### config.mk
export PLATFORM = sky130hd
export DESIGN_NAME = apb_vgachargen_bridge_flat
export DESIGN_NICKNAME = d
export VERILOG_FILES = /design/src/rtl/vgachargen_pkg.sv /design/src/rtl/apb_vgachargen_bridge_if.sv /design/src/rtl/apb_vgachargen_decode.sv /design/src/rtl/apb_vgachargen_bridge.sv /design/src/flat_wrapper.sv
export SDC_FILE = /design/constraint.sdc
export NUM_CORES = 1
export LEC_CHECK = 0
export BUFFER_PORTS_ARGS = -buffer_cell sky130_fd_sc_hd__buf_2
export CORE_AREA = 4 4 193 195
export DETAILED_ROUTE_END_ITERATION = 16
export DIE_AREA = 0 0 197 199
export PLACE_DENSITY = 0.67
export SKIP_CTS_REPAIR_TIMING = 1
export SLEW_MARGIN = 20
export SYNTH_ARGS = -nofsm -noshare
export SYNTH_HDL_FRONTEND = slang
export SYNTH_SLANG_ARGS = --single-unit
### constraint.sdc
create_clock -name clk_i -period 2.3 [get_ports clk_i]
set_input_delay 0.46 -clock clk_i [delete_from_list [all_inputs] [get_ports clk_i]]
set_output_delay 0.46 -clock clk_i [all_outputs]
set_load 0.05 [all_outputs]
### src/rtl/vgachargen_pkg.sv
// Shared constants, state/region encodings and glyph lane helpers for the
// vgachargen APB bridge.
package vgachargen_pkg;

  localparam int unsigned CH_MAP_BASE  = 0;
  localparam int unsigned COL_MAP_BASE = 1024;
  localparam int unsigned CH_T_BASE    = 2048;
  localparam int unsigned ID_ADDR      = 3072;

  typedef enum logic [2:0] {
    ST_IDLE    = 3'd0,
    ST_RD_WAIT = 3'd1,
    ST_RMW_WR  = 3'd2,
    ST_HOLD    = 3'd3,
    ST_RESP    = 3'd4
  } bridge_state_e;

  typedef enum logic [2:0] {
    RG_NONE    = 3'd0,
    RG_CH_MAP  = 3'd1,
    RG_COL_MAP = 3'd2,
    RG_CH_T    = 3'd3,
    RG_ID      = 3'd4
  } region_e;

  // Replace one 32-bit lane of a 128-bit glyph; lane 0 is bits [31:0].
  function automatic logic [127:0] glyph_merge(input logic [127:0] glyph,
                                               input logic [1:0]   lane,
                                               input logic [31:0]  word);
    logic [127:0] r;
    r = glyph;
    for (int i = 0; i < 4; i++) begin
      if (lane == 2'(i)) r[32*i +: 32] = word;
    end
    return r;
  endfunction

  function automatic logic [31:0] glyph_lane(input logic [127:0] glyph,
                                             input logic [1:0]   lane);
    logic [31:0] r;
    r = glyph[31:0];
    for (int i = 1; i < 4; i++) begin
      if (lane == 2'(i)) r = glyph[32*i +: 32];
    end
    return r;
  endfunction

endpackage

### src/rtl/apb_vgachargen_bridge_if.sv
// APB3 bus bundle between the interconnect (master) and the bridge (slave).
interface apb_vgachargen_bridge_if #(
  parameter int unsigned ADDR_W = 14
);
  logic [ADDR_W-1:0] paddr;
  logic [31:0]       pwdata;
  logic              pwrite;
  logic              psel;
  logic              penable;
  logic [31:0]       prdata;
  logic              pready;
  logic              pslverr;

  modport master (output paddr, pwdata, pwrite, psel, penable,
                  input  prdata, pready, pslverr);
  modport slave  (input  paddr, pwdata, pwrite, psel, penable,
                  output prdata, pready, pslverr);
endinterface

### src/rtl/apb_vgachargen_decode.sv
// Combinational word-index decoder: region, local map address, glyph index,
// lane and legality of the access.
module apb_vgachargen_decode
  import vgachargen_pkg::*;
#(
  parameter int unsigned IDX_W         = 12,
  parameter int unsigned CH_MAP_WORDS  = 600,
  parameter int unsigned COL_MAP_WORDS = 600,
  parameter int unsigned CH_T_GLYPHS   = 128,
  parameter int unsigned MAP_ADDR_W    = 10,
  parameter int unsigned CH_T_ADDR_W   = 7
) (
  input  logic [IDX_W-1:0]       idx,
  input  logic                   write,
  output region_e                region,
  output logic [MAP_ADDR_W-1:0]  map_addr,
  output logic [CH_T_ADDR_W-1:0] glyph,
  output logic [1:0]             lane,
  output logic                   legal
);

  localparam logic [31:0] CH_END  = 32'(CH_MAP_BASE + CH_MAP_WORDS);
  localparam logic [31:0] COL_LO  = 32'(COL_MAP_BASE);
  localparam logic [31:0] COL_END = 32'(COL_MAP_BASE + COL_MAP_WORDS);
  localparam logic [31:0] CHT_LO  = 32'(CH_T_BASE);
  localparam logic [31:0] CHT_END = 32'(CH_T_BASE + 4 * CH_T_GLYPHS);
  localparam logic [31:0] ID_IDX  = 32'(ID_ADDR);

  logic [31:0] idx_w;
  assign idx_w = 32'(idx);

  // Bounds are compared at 32 bits so a short index can never alias a region.
  always_comb begin
    region   = RG_NONE;
    map_addr = '0;
    glyph    = '0;
    lane     = idx[1:0];
    if (idx_w < CH_END) begin
      region   = RG_CH_MAP;
      map_addr = MAP_ADDR_W'(idx_w - 32'(CH_MAP_BASE));
    end else if (idx_w >= COL_LO && idx_w < COL_END) begin
      region   = RG_COL_MAP;
      map_addr = MAP_ADDR_W'(idx_w - COL_LO);
    end else if (idx_w >= CHT_LO && idx_w < CHT_END) begin
      region = RG_CH_T;
      glyph  = CH_T_ADDR_W'((idx_w - CHT_LO) >> 2);
    end else if (idx_w == ID_IDX) begin
      region = RG_ID;
    end
    legal = (region != RG_NONE) && !(region == RG_ID && write);
  end

endmodule

### src/rtl/apb_vgachargen_bridge.sv
// APB3 slave exposing the vgachargen char map, colour map, glyph table and
// ID register, with registered responses, glyph RMW and PSLVERR on bad access.
module apb_vgachargen_bridge
  import vgachargen_pkg::*;
#(
  parameter int unsigned APB_ADDR_WIDTH = 14,
  parameter int unsigned CH_MAP_WORDS   = 600,
  parameter int unsigned COL_MAP_WORDS  = 600,
  parameter int unsigned CH_T_GLYPHS    = 128,
  parameter int unsigned MAP_ADDR_W     = 10,
  parameter int unsigned CH_T_ADDR_W    = 7,
  parameter int unsigned MEM_RD_LATENCY = 1,
  parameter int unsigned WAIT_STATES    = 0,
  parameter logic [31:0] ID_VALUE       = 32'hFA11_1EAF
) (
  input  logic                   clk_i,
  input  logic                   rst_i,
  apb_vgachargen_bridge_if.slave apb,
  output logic [MAP_ADDR_W-1:0]  ch_map_addr_o,
  output logic [31:0]            ch_map_data_o,
  output logic                   ch_map_wen_o,
  input  logic [31:0]            ch_map_data_i,
  output logic [MAP_ADDR_W-1:0]  col_map_addr_o,
  output logic [31:0]            col_map_data_o,
  output logic                   col_map_wen_o,
  input  logic [31:0]            col_map_data_i,
  output logic [CH_T_ADDR_W-1:0] ch_t_addr_o,
  output logic [127:0]           ch_t_data_o,
  output logic                   ch_t_wen_o,
  input  logic [127:0]           ch_t_data_i
);

  localparam int unsigned IDX_W   = APB_ADDR_WIDTH - 2;
  localparam int unsigned CNT_MAX = (MEM_RD_LATENCY > WAIT_STATES) ? MEM_RD_LATENCY : WAIT_STATES;
  localparam int unsigned CNT_W   = $clog2(CNT_MAX + 1);

  localparam logic [2:0] S_IDLE    = 3'(ST_IDLE);
  localparam logic [2:0] S_RD_WAIT = 3'(ST_RD_WAIT);
  localparam logic [2:0] S_RMW_WR  = 3'(ST_RMW_WR);
  localparam logic [2:0] S_HOLD    = 3'(ST_HOLD);
  localparam logic [2:0] S_RESP    = 3'(ST_RESP);

  region_e                dec_region;
  logic [MAP_ADDR_W-1:0]  dec_map_addr;
  logic [CH_T_ADDR_W-1:0] dec_glyph;
  logic [1:0]             dec_lane;
  logic                   dec_legal;
  logic                   unused_bits;

  assign unused_bits = ^apb.paddr[1:0];

  apb_vgachargen_decode #(
    .IDX_W        (IDX_W),
    .CH_MAP_WORDS (CH_MAP_WORDS),
    .COL_MAP_WORDS(COL_MAP_WORDS),
    .CH_T_GLYPHS  (CH_T_GLYPHS),
    .MAP_ADDR_W   (MAP_ADDR_W),
    .CH_T_ADDR_W  (CH_T_ADDR_W)
  ) u_decode (
    .idx     (apb.paddr[APB_ADDR_WIDTH-1:2]),
    .write   (apb.pwrite),
    .region  (dec_region),
    .map_addr(dec_map_addr),
    .glyph   (dec_glyph),
    .lane    (dec_lane),
    .legal   (dec_legal)
  );

  logic [2:0]             state_q,       state_nxt;
  logic [CNT_W-1:0]       cnt_q,         cnt_nxt;
  logic                   wr_q,          wr_nxt;
  logic                   err_q,         err_nxt;
  region_e                region_q,      region_nxt;
  logic [1:0]             lane_q,        lane_nxt;
  logic [31:0]            wdata_q,       wdata_nxt;
  logic [31:0]            prdata_q,      prdata_nxt;
  logic                   pready_q,      pready_nxt;
  logic                   pslverr_q,     pslverr_nxt;
  logic [MAP_ADDR_W-1:0]  ch_map_addr_q, ch_map_addr_nxt;
  logic [31:0]            ch_map_data_q, ch_map_data_nxt;
  logic                   ch_map_wen_q,  ch_map_wen_nxt;
  logic [MAP_ADDR_W-1:0]  col_addr_q,    col_addr_nxt;
  logic [31:0]            col_data_q,    col_data_nxt;
  logic                   col_wen_q,     col_wen_nxt;
  logic [CH_T_ADDR_W-1:0] ch_t_addr_q,   ch_t_addr_nxt;
  logic [127:0]           ch_t_data_q,   ch_t_data_nxt;
  logic                   ch_t_wen_q,    ch_t_wen_nxt;
  logic                   to_hold;
  logic [31:0]            rd_sel;

  always_ff @(posedge clk_i) begin
    if (rst_i) begin
      state_q       <= S_IDLE;
      cnt_q         <= '0;
      wr_q          <= 1'b0;
      err_q         <= 1'b0;
      region_q      <= RG_NONE;
      lane_q        <= '0;
      wdata_q       <= '0;
      prdata_q      <= '0;
      pready_q      <= 1'b0;
      pslverr_q     <= 1'b0;
      ch_map_addr_q <= '0;
      ch_map_data_q <= '0;
      ch_map_wen_q  <= 1'b0;
      col_addr_q    <= '0;
      col_data_q    <= '0;
      col_wen_q     <= 1'b0;
      ch_t_addr_q   <= '0;
      ch_t_data_q   <= '0;
      ch_t_wen_q    <= 1'b0;
    end else begin
      state_q       <= state_nxt;
      cnt_q         <= cnt_nxt;
      wr_q          <= wr_nxt;
      err_q         <= err_nxt;
      region_q      <= region_nxt;
      lane_q        <= lane_nxt;
      wdata_q       <= wdata_nxt;
      prdata_q      <= prdata_nxt;
      pready_q      <= pready_nxt;
      pslverr_q     <= pslverr_nxt;
      ch_map_addr_q <= ch_map_addr_nxt;
      ch_map_data_q <= ch_map_data_nxt;
      ch_map_wen_q  <= ch_map_wen_nxt;
      col_addr_q    <= col_addr_nxt;
      col_data_q    <= col_data_nxt;
      col_wen_q     <= col_wen_nxt;
      ch_t_addr_q   <= ch_t_addr_nxt;
      ch_t_data_q   <= ch_t_data_nxt;
      ch_t_wen_q    <= ch_t_wen_nxt;
    end
  end

  // Read data of the latched region, sampled at the end of RD_WAIT.
  always_comb begin
    case (region_q)
      RG_CH_MAP:  rd_sel = ch_map_data_i;
      RG_COL_MAP: rd_sel = col_map_data_i;
      RG_CH_T:    rd_sel = glyph_lane(ch_t_data_i, lane_q);
      default:    rd_sel = ID_VALUE;
    endcase
  end

  always_comb begin
    state_nxt       = state_q;
    cnt_nxt         = cnt_q;
    wr_nxt          = wr_q;
    err_nxt         = err_q;
    region_nxt      = region_q;
    lane_nxt        = lane_q;
    wdata_nxt       = wdata_q;
    prdata_nxt      = prdata_q;
    pready_nxt      = 1'b0;
    pslverr_nxt     = 1'b0;
    ch_map_addr_nxt = ch_map_addr_q;
    ch_map_data_nxt = ch_map_data_q;
    ch_map_wen_nxt  = 1'b0;
    col_addr_nxt    = col_addr_q;
    col_data_nxt    = col_data_q;
    col_wen_nxt     = 1'b0;
    ch_t_addr_nxt   = ch_t_addr_q;
    ch_t_data_nxt   = ch_t_data_q;
    ch_t_wen_nxt    = 1'b0;
    to_hold         = 1'b0;

    case (state_q)
      S_IDLE: begin
        if (apb.psel && apb.penable && !pready_q) begin
          wr_nxt     = apb.pwrite;
          region_nxt = dec_region;
          lane_nxt   = dec_lane;
          wdata_nxt  = apb.pwdata;
          err_nxt    = !dec_legal;
          cnt_nxt    = '0;
          if (!dec_legal) begin
            prdata_nxt = ID_VALUE;
            to_hold    = 1'b1;
          end else begin
            case (dec_region)
              RG_CH_MAP: begin
                ch_map_addr_nxt = dec_map_addr;
                if (apb.pwrite) begin
                  ch_map_data_nxt = apb.pwdata;
                  ch_map_wen_nxt  = 1'b1;
                  to_hold         = 1'b1;
                end else begin
                  state_nxt = S_RD_WAIT;
                end
              end
              RG_COL_MAP: begin
                col_addr_nxt = dec_map_addr;
                if (apb.pwrite) begin
                  col_data_nxt = apb.pwdata;
                  col_wen_nxt  = 1'b1;
                  to_hold      = 1'b1;
                end else begin
                  state_nxt = S_RD_WAIT;
                end
              end
              RG_CH_T: begin
                ch_t_addr_nxt = dec_glyph;
                state_nxt     = S_RD_WAIT;
              end
              default: begin
                prdata_nxt = ID_VALUE;
                to_hold    = 1'b1;
              end
            endcase
          end
        end
      end
      S_RD_WAIT: begin
        if (cnt_q == CNT_W'(MEM_RD_LATENCY - 1)) begin
          if (region_q == RG_CH_T && wr_q) begin
            ch_t_data_nxt = glyph_merge(ch_t_data_i, lane_q, wdata_q);
            ch_t_wen_nxt  = 1'b1;
            state_nxt     = S_RMW_WR;
          end else begin
            prdata_nxt = rd_sel;
            to_hold    = 1'b1;
          end
        end else begin
          cnt_nxt = cnt_q + CNT_W'(1);
        end
      end
      S_RMW_WR: to_hold = 1'b1;
      S_HOLD: begin
        if (cnt_q == CNT_W'(WAIT_STATES - 1)) begin
          state_nxt   = S_RESP;
          pready_nxt  = 1'b1;
          pslverr_nxt = err_q;
        end else begin
          cnt_nxt = cnt_q + CNT_W'(1);
        end
      end
      S_RESP:  state_nxt = S_IDLE;
      default: state_nxt = S_IDLE;
    endcase

    // With no wait states HOLD is skipped and the response is issued directly.
    if (to_hold) begin
      if (WAIT_STATES == 0) begin
        state_nxt   = S_RESP;
        pready_nxt  = 1'b1;
        pslverr_nxt = err_nxt;
      end else begin
        state_nxt = S_HOLD;
        cnt_nxt   = '0;
      end
    end
  end

  assign apb.prdata     = prdata_q;
  assign apb.pready     = pready_q;
  assign apb.pslverr    = pslverr_q;
  assign ch_map_addr_o  = ch_map_addr_q;
  assign ch_map_data_o  = ch_map_data_q;
  assign ch_map_wen_o   = ch_map_wen_q;
  assign col_map_addr_o = col_addr_q;
  assign col_map_data_o = col_data_q;
  assign col_map_wen_o  = col_wen_q;
  assign ch_t_addr_o    = ch_t_addr_q;
  assign ch_t_data_o    = ch_t_data_q;
  assign ch_t_wen_o     = ch_t_wen_q;

endmodule
### src/flat_wrapper.sv
// flat-port wrapper written by rule: the top's interface ports become plain ports
module apb_vgachargen_bridge_flat import vgachargen_pkg::*;
#(
  parameter int unsigned APB_ADDR_WIDTH = 14,
  parameter int unsigned CH_MAP_WORDS   = 600,
  parameter int unsigned COL_MAP_WORDS  = 600,
  parameter int unsigned CH_T_GLYPHS    = 128,
  parameter int unsigned MAP_ADDR_W     = 10,
  parameter int unsigned CH_T_ADDR_W    = 7,
  parameter int unsigned MEM_RD_LATENCY = 1,
  parameter int unsigned WAIT_STATES    = 0,
  parameter logic [31:0] ID_VALUE       = 32'hFA11_1EAF
)
  (clk_i, rst_i, ch_map_addr_o, ch_map_data_o, ch_map_wen_o, ch_map_data_i, col_map_addr_o, col_map_data_o, col_map_wen_o, col_map_data_i, ch_t_addr_o, ch_t_data_o, ch_t_wen_o, ch_t_data_i, apb_paddr, apb_pwdata, apb_pwrite, apb_psel, apb_penable, apb_prdata, apb_pready, apb_pslverr);
  apb_vgachargen_bridge_if apb_i ();
  input  logic clk_i;
  input  logic rst_i;
  output logic [MAP_ADDR_W-1:0] ch_map_addr_o;
  output logic [31:0] ch_map_data_o;
  output logic ch_map_wen_o;
  input  logic [31:0] ch_map_data_i;
  output logic [MAP_ADDR_W-1:0] col_map_addr_o;
  output logic [31:0] col_map_data_o;
  output logic col_map_wen_o;
  input  logic [31:0] col_map_data_i;
  output logic [CH_T_ADDR_W-1:0] ch_t_addr_o;
  output logic [127:0] ch_t_data_o;
  output logic ch_t_wen_o;
  input  logic [127:0] ch_t_data_i;
  input wire logic [$bits(apb_i.paddr)-1:0] apb_paddr;
  input wire logic [$bits(apb_i.pwdata)-1:0] apb_pwdata;
  input wire logic [$bits(apb_i.pwrite)-1:0] apb_pwrite;
  input wire logic [$bits(apb_i.psel)-1:0] apb_psel;
  input wire logic [$bits(apb_i.penable)-1:0] apb_penable;
  output wire logic [$bits(apb_i.prdata)-1:0] apb_prdata;
  output wire logic [$bits(apb_i.pready)-1:0] apb_pready;
  output wire logic [$bits(apb_i.pslverr)-1:0] apb_pslverr;
  assign apb_i.paddr = apb_paddr;
  assign apb_i.pwdata = apb_pwdata;
  assign apb_i.pwrite = apb_pwrite;
  assign apb_i.psel = apb_psel;
  assign apb_i.penable = apb_penable;
  assign apb_prdata = apb_i.prdata;
  assign apb_pready = apb_i.pready;
  assign apb_pslverr = apb_i.pslverr;
  apb_vgachargen_bridge #(.APB_ADDR_WIDTH(APB_ADDR_WIDTH), .CH_MAP_WORDS(CH_MAP_WORDS), .COL_MAP_WORDS(COL_MAP_WORDS), .CH_T_GLYPHS(CH_T_GLYPHS), .MAP_ADDR_W(MAP_ADDR_W), .CH_T_ADDR_W(CH_T_ADDR_W), .MEM_RD_LATENCY(MEM_RD_LATENCY), .WAIT_STATES(WAIT_STATES), .ID_VALUE(ID_VALUE)) u_core (.clk_i(clk_i), .rst_i(rst_i), .apb(apb_i), .ch_map_addr_o(ch_map_addr_o), .ch_map_data_o(ch_map_data_o), .ch_map_wen_o(ch_map_wen_o), .ch_map_data_i(ch_map_data_i), .col_map_addr_o(col_map_addr_o), .col_map_data_o(col_map_data_o), .col_map_wen_o(col_map_wen_o), .col_map_data_i(col_map_data_i), .ch_t_addr_o(ch_t_addr_o), .ch_t_data_o(ch_t_data_o), .ch_t_wen_o(ch_t_wen_o), .ch_t_data_i(ch_t_data_i));
endmodule
==> results.rst <==
.. list-table::
   :header-rows: 1

   * - Metric
     - Value
   * - Hold Violations, Final
     - 0
   * - Post-DR vias/cell
     - 5.54
   * - Setup violation total in the final timing report
     - 0
   * - Fraction of synthesized cell area taken by the top area cell type
     - 43.1%
   * - Routability-driven placement congestion ratio
     - 0.961
   * - Ratio of cells with drive above 1 in the final layout
     - 32.4%
   * - Vertical extent of the die
     - 199 microns
   * - Dominant cell by count in the synthesized netlist
     - dfxtp_1
   * - Drt first-iter violations
     - 1104
   * - Instance area at placement
     - 0.0171 sq mm
   * - Die Outline Area
     - 0.0392 sq mm
   * - Worst-case headroom to the max-slew limit
     - 51.5%
   * - Buffer levels on the longest clock path
     - 3
   * - Initial antenna violation count
     - 4
   * - Type of the worst min-delay path
     - in2reg
   * - Routed wire length
     - 55200 microns
   * - Most used flip-flop cell after synthesis
     - dfxtp_1
   * - Post-route total power
     - 12.3 mW
   * - Synthesized instance count
     - 1548
   * - Vias in the first global route
     - 13400
   * - Total iterations of the first detailed-routing run
     - 6
   * - Post-synthesis compound-gate area fraction
     - 18.3%
   * - Period minus WS final
     - 2.05 ns
   * - Critical path data required time
     - 2.71 ns
   * - Final worst hold slack
     - 0.180 ns
   * - Max frequency
     - 488 MHz
   * - Multiplexer share of the synthesized area
     - 16.0%
   * - Worst VDD drop
     - 0.539 mV
   * - Number of nets in the synthesized netlist
     - 1791
   * - CP Data Arrival Time
     - 2.46 ns
   * - DP Wirelength
     - 41000 microns
   * - EDFF count, synth
     - 0
   * - Standard-cell row count
     - 69
   * - Number of max-slew violations in the final report
     - 0
   * - Mean post-synth cell area
     - 8.98 sq um
   * - Ratio of total power to cell area
     - 678 mW/mm^2
   * - Sequential share of power
     - 43.6%
   * - #FFs+latches synth
     - 299
   * - Final instance count without filler cells
     - 2485
   * - Combinational share of power
     - 11.6%
   * - Element type at the critical path start
     - register
   * - Effective utilization at floorplan
     - 39.3%
   * - Share of total power in the clock network
     - 44.7%
   * - Result of the run
     - finished clean
   * - Maximum fanout count along the critical path
     - 41
   * - Total Neg Setup Slack
     - 0 ns
   * - Final standard cell utilization of the core
     - 51.4%
   * - Clock skew after layout
     - 0.0211 ns
   * - Number of placed instances, taps included
     - 2422
   * - H-tree Lvls
     - 2
   * - Crit path capture type
     - register
   * - Place WS
     - 0.152 ns
   * - Clock insertion delay at the later pin of the skew report
     - 0.53 ns
   * - Largest net degree at the start of global routing
     - 89
   * - Number of nets with antenna violations after detailed routing
     - 0
   * - Width of the chip
     - 197 microns
   * - Leakage component of the power
     - 8.04 nW
   * - Psw
     - 3.26 mW
   * - Ranking of synthesized cells by area
     - dfxtp_1 43%, mux2i_1 13%, nand2b_1 5.1%
   * - Syn. warnings
     - 0
   * - Adder-cell share of the synthesized area
     - 0%
   * - Unrepaired setup endpoints after global routing
     - no
   * - Design internal power
     - 9.08 mW
   * - Area added between synthesis and finish
     - 30.9%
   * - Xor/xnor cell area share of the yosys netlist
     - 0%
   * - Commonest cells post-synth
     - 299 x dfxtp_1, 180 x mux2i_1, 159 x nand2_1, 155 x nor2_1, 114 x nand2b_1
   * - Routed length per placed instance
     - 22.2 microns
   * - Top Ports
     - 499
   * - Total via count in the routed design
     - 13800
   * - Register-to-register path setup slack
     - 0.25 ns
   * - Post-synthesis share of cell area spent on and, or, nand and nor gates
     - 17.2%
   * - Master cell of the clock root buffer
     - clkbuf_16
   * - Layout fillers
     - 3348
   * - Max capacitance violation total
     - 0
   * - Quantity of I/O buffers inserted on ports
     - 496
   * - Total Routing Usage GR
     - 26.4%
   * - Number of remaining DRC errors
     - 0
   * - Num Clock Sinks
     - 299
   * - Share of total power consumed by net switching
     - 26.4%
   * - Total non-filler cell area in the finished layout
     - 0.0182 sq mm
   * - Number of buffers created by CTS
     - 35
   * - Syn Std Cell Area
     - 0.0139 sq mm
   * - Cell type with the highest aggregate area in the netlist
     - dfxtp_1
   * - TritonCTS clock tree
     - yes
   * - Total number of nets in the final design
     - 2241
   * - Worst-margin pin slew
     - 0.728 ns
   * - Floorplan Core Area
     - 0.0354 sq mm
   * - Register clock-pin slew on the reported worst setup and hold paths
     - 0.06 ns
   * - Post-synthesis sequential area ratio
     - 43.1%
   * - Fin crit share
     - 89.1%
   * - CP Class
     - reg2reg
   * - Proportion of synthesized flip-flops having asynchronous set or reset
     - 0%
   * - Dominant combinational cell family by area after synthesis
     - compound AO/OA/AOI/OAI gates
   * - PnR worst setup slack
     - 0.251 ns
   * - Grt total ovfl
     - 0
   * - Unique masters post-synth
     - 52
   * - Global-route wire length before repair
     - 80600 microns
-- power by group through the flow --
stage                     clock, mW  combinational, mW  sequential, mW
after global placement            0               1.41            5.49
after floorplan                   0              0.678            5.58
after CTS                      5.62               1.43            5.38
final                          5.52               1.43            5.38
after global routing           5.84               1.54            5.39
after detailed placement          0               1.42            5.49
-- sequential cells by signal, summed over array words and instances, names as in the netlist, 2 cells and up --
signal / cells
u_core.ch_t_data_o: 128
u_core.ch_map_addr_o: 10
u_core.ch_t_addr_o: 7
u_core.lane_q: 2
u_core.col_map_addr_o: 10
u_core.apb.prdata: 32
u_core.state_q: 3
u_core.region_q: 3
u_core.col_map_data_o: 32
u_core.ch_map_data_o: 32
u_core.wdata_q: 32
-- cells by family after synthesis --
family / count (synthesis)
DFF: 299
buffers and inverters: 172
AOI/OAI and AO/OA: 364
muxes: 199
and+or+nand+nor: 514
-- final cells by class --
class / count / area [sq um] / area share (%)
antenna: 2 / 5.00 / 0.0275
clock buffer: 50 / 1000 / 5.52
clock inverter: 11 / 120 / 0.660
inverter: 23 / 86.3 / 0.475
multi-input combinational: 1077 / 7190 / 39.5
sequential: 299 / 6000 / 33.0
tap: 461 / 577 / 3.17
timing repair buffer: 562 / 3210 / 17.7
-- path summary, 6_finish.rpt --
path	startpoint	endpoint	cells after the start
worst min-delay path	apb_pwdata[20]	u_core.wdata_q[20]$_SDFFE_PP0P_	3
worst min register to register	u_core.err_q$_SDFF_PP0_	u_core.err_q$_SDFF_PP0_	2
worst max-delay path	u_core.lane_q[1]$_SDFFE_PP0P_	u_core.apb.prdata[0]$_SDFFE_PP0P_	5
worst max register to register	u_core.lane_q[1]$_SDFFE_PP0P_	u_core.apb.prdata[0]$_SDFFE_PP0P_	5
-- worst max-delay path, cell delays in order, from the launching register on --
cell      delay (ns)
dfxtp_4         0.71
buf_4           0.36
mux4_2          0.22
mux2i_1         0.07
a211o_1         0.30
a221oi_1        0.27
-- metal layers --
layer	up-vias	GRT usage, %	wire length, microns
met5	-	0	20
met1	6512	35.0	23000
met2	657	41.1	25000
li1	6458	-	-
met4	4	11.4	2430
met3	125	6.67	4830
-- cells in the final DEF, fill, tap and decap left out, types with 3 or more instances in the layout --
master and n:
a211o_1 19, a211oi_1 64, a21oi_1 94, a221oi_1 18, a311oi_1 64, a31oi_1 4
buf_12 18, buf_2 495, buf_4 48, clkbuf_1 9, clkbuf_16 36, clkbuf_8 5
clkinv_2 7, dfxtp_1 295, dfxtp_4 3, inv_1 23, mux2i_1 180, mux4_2 18
nand2_1 158, nand2b_1 112, nand3_1 58, nor2_1 153, nor2b_1 5, nor3_1 3
o211ai_1 4, o21ai_0 57, o221ai_1 14, o2bb2ai_1 14
(Power assumes the default switching activity.)
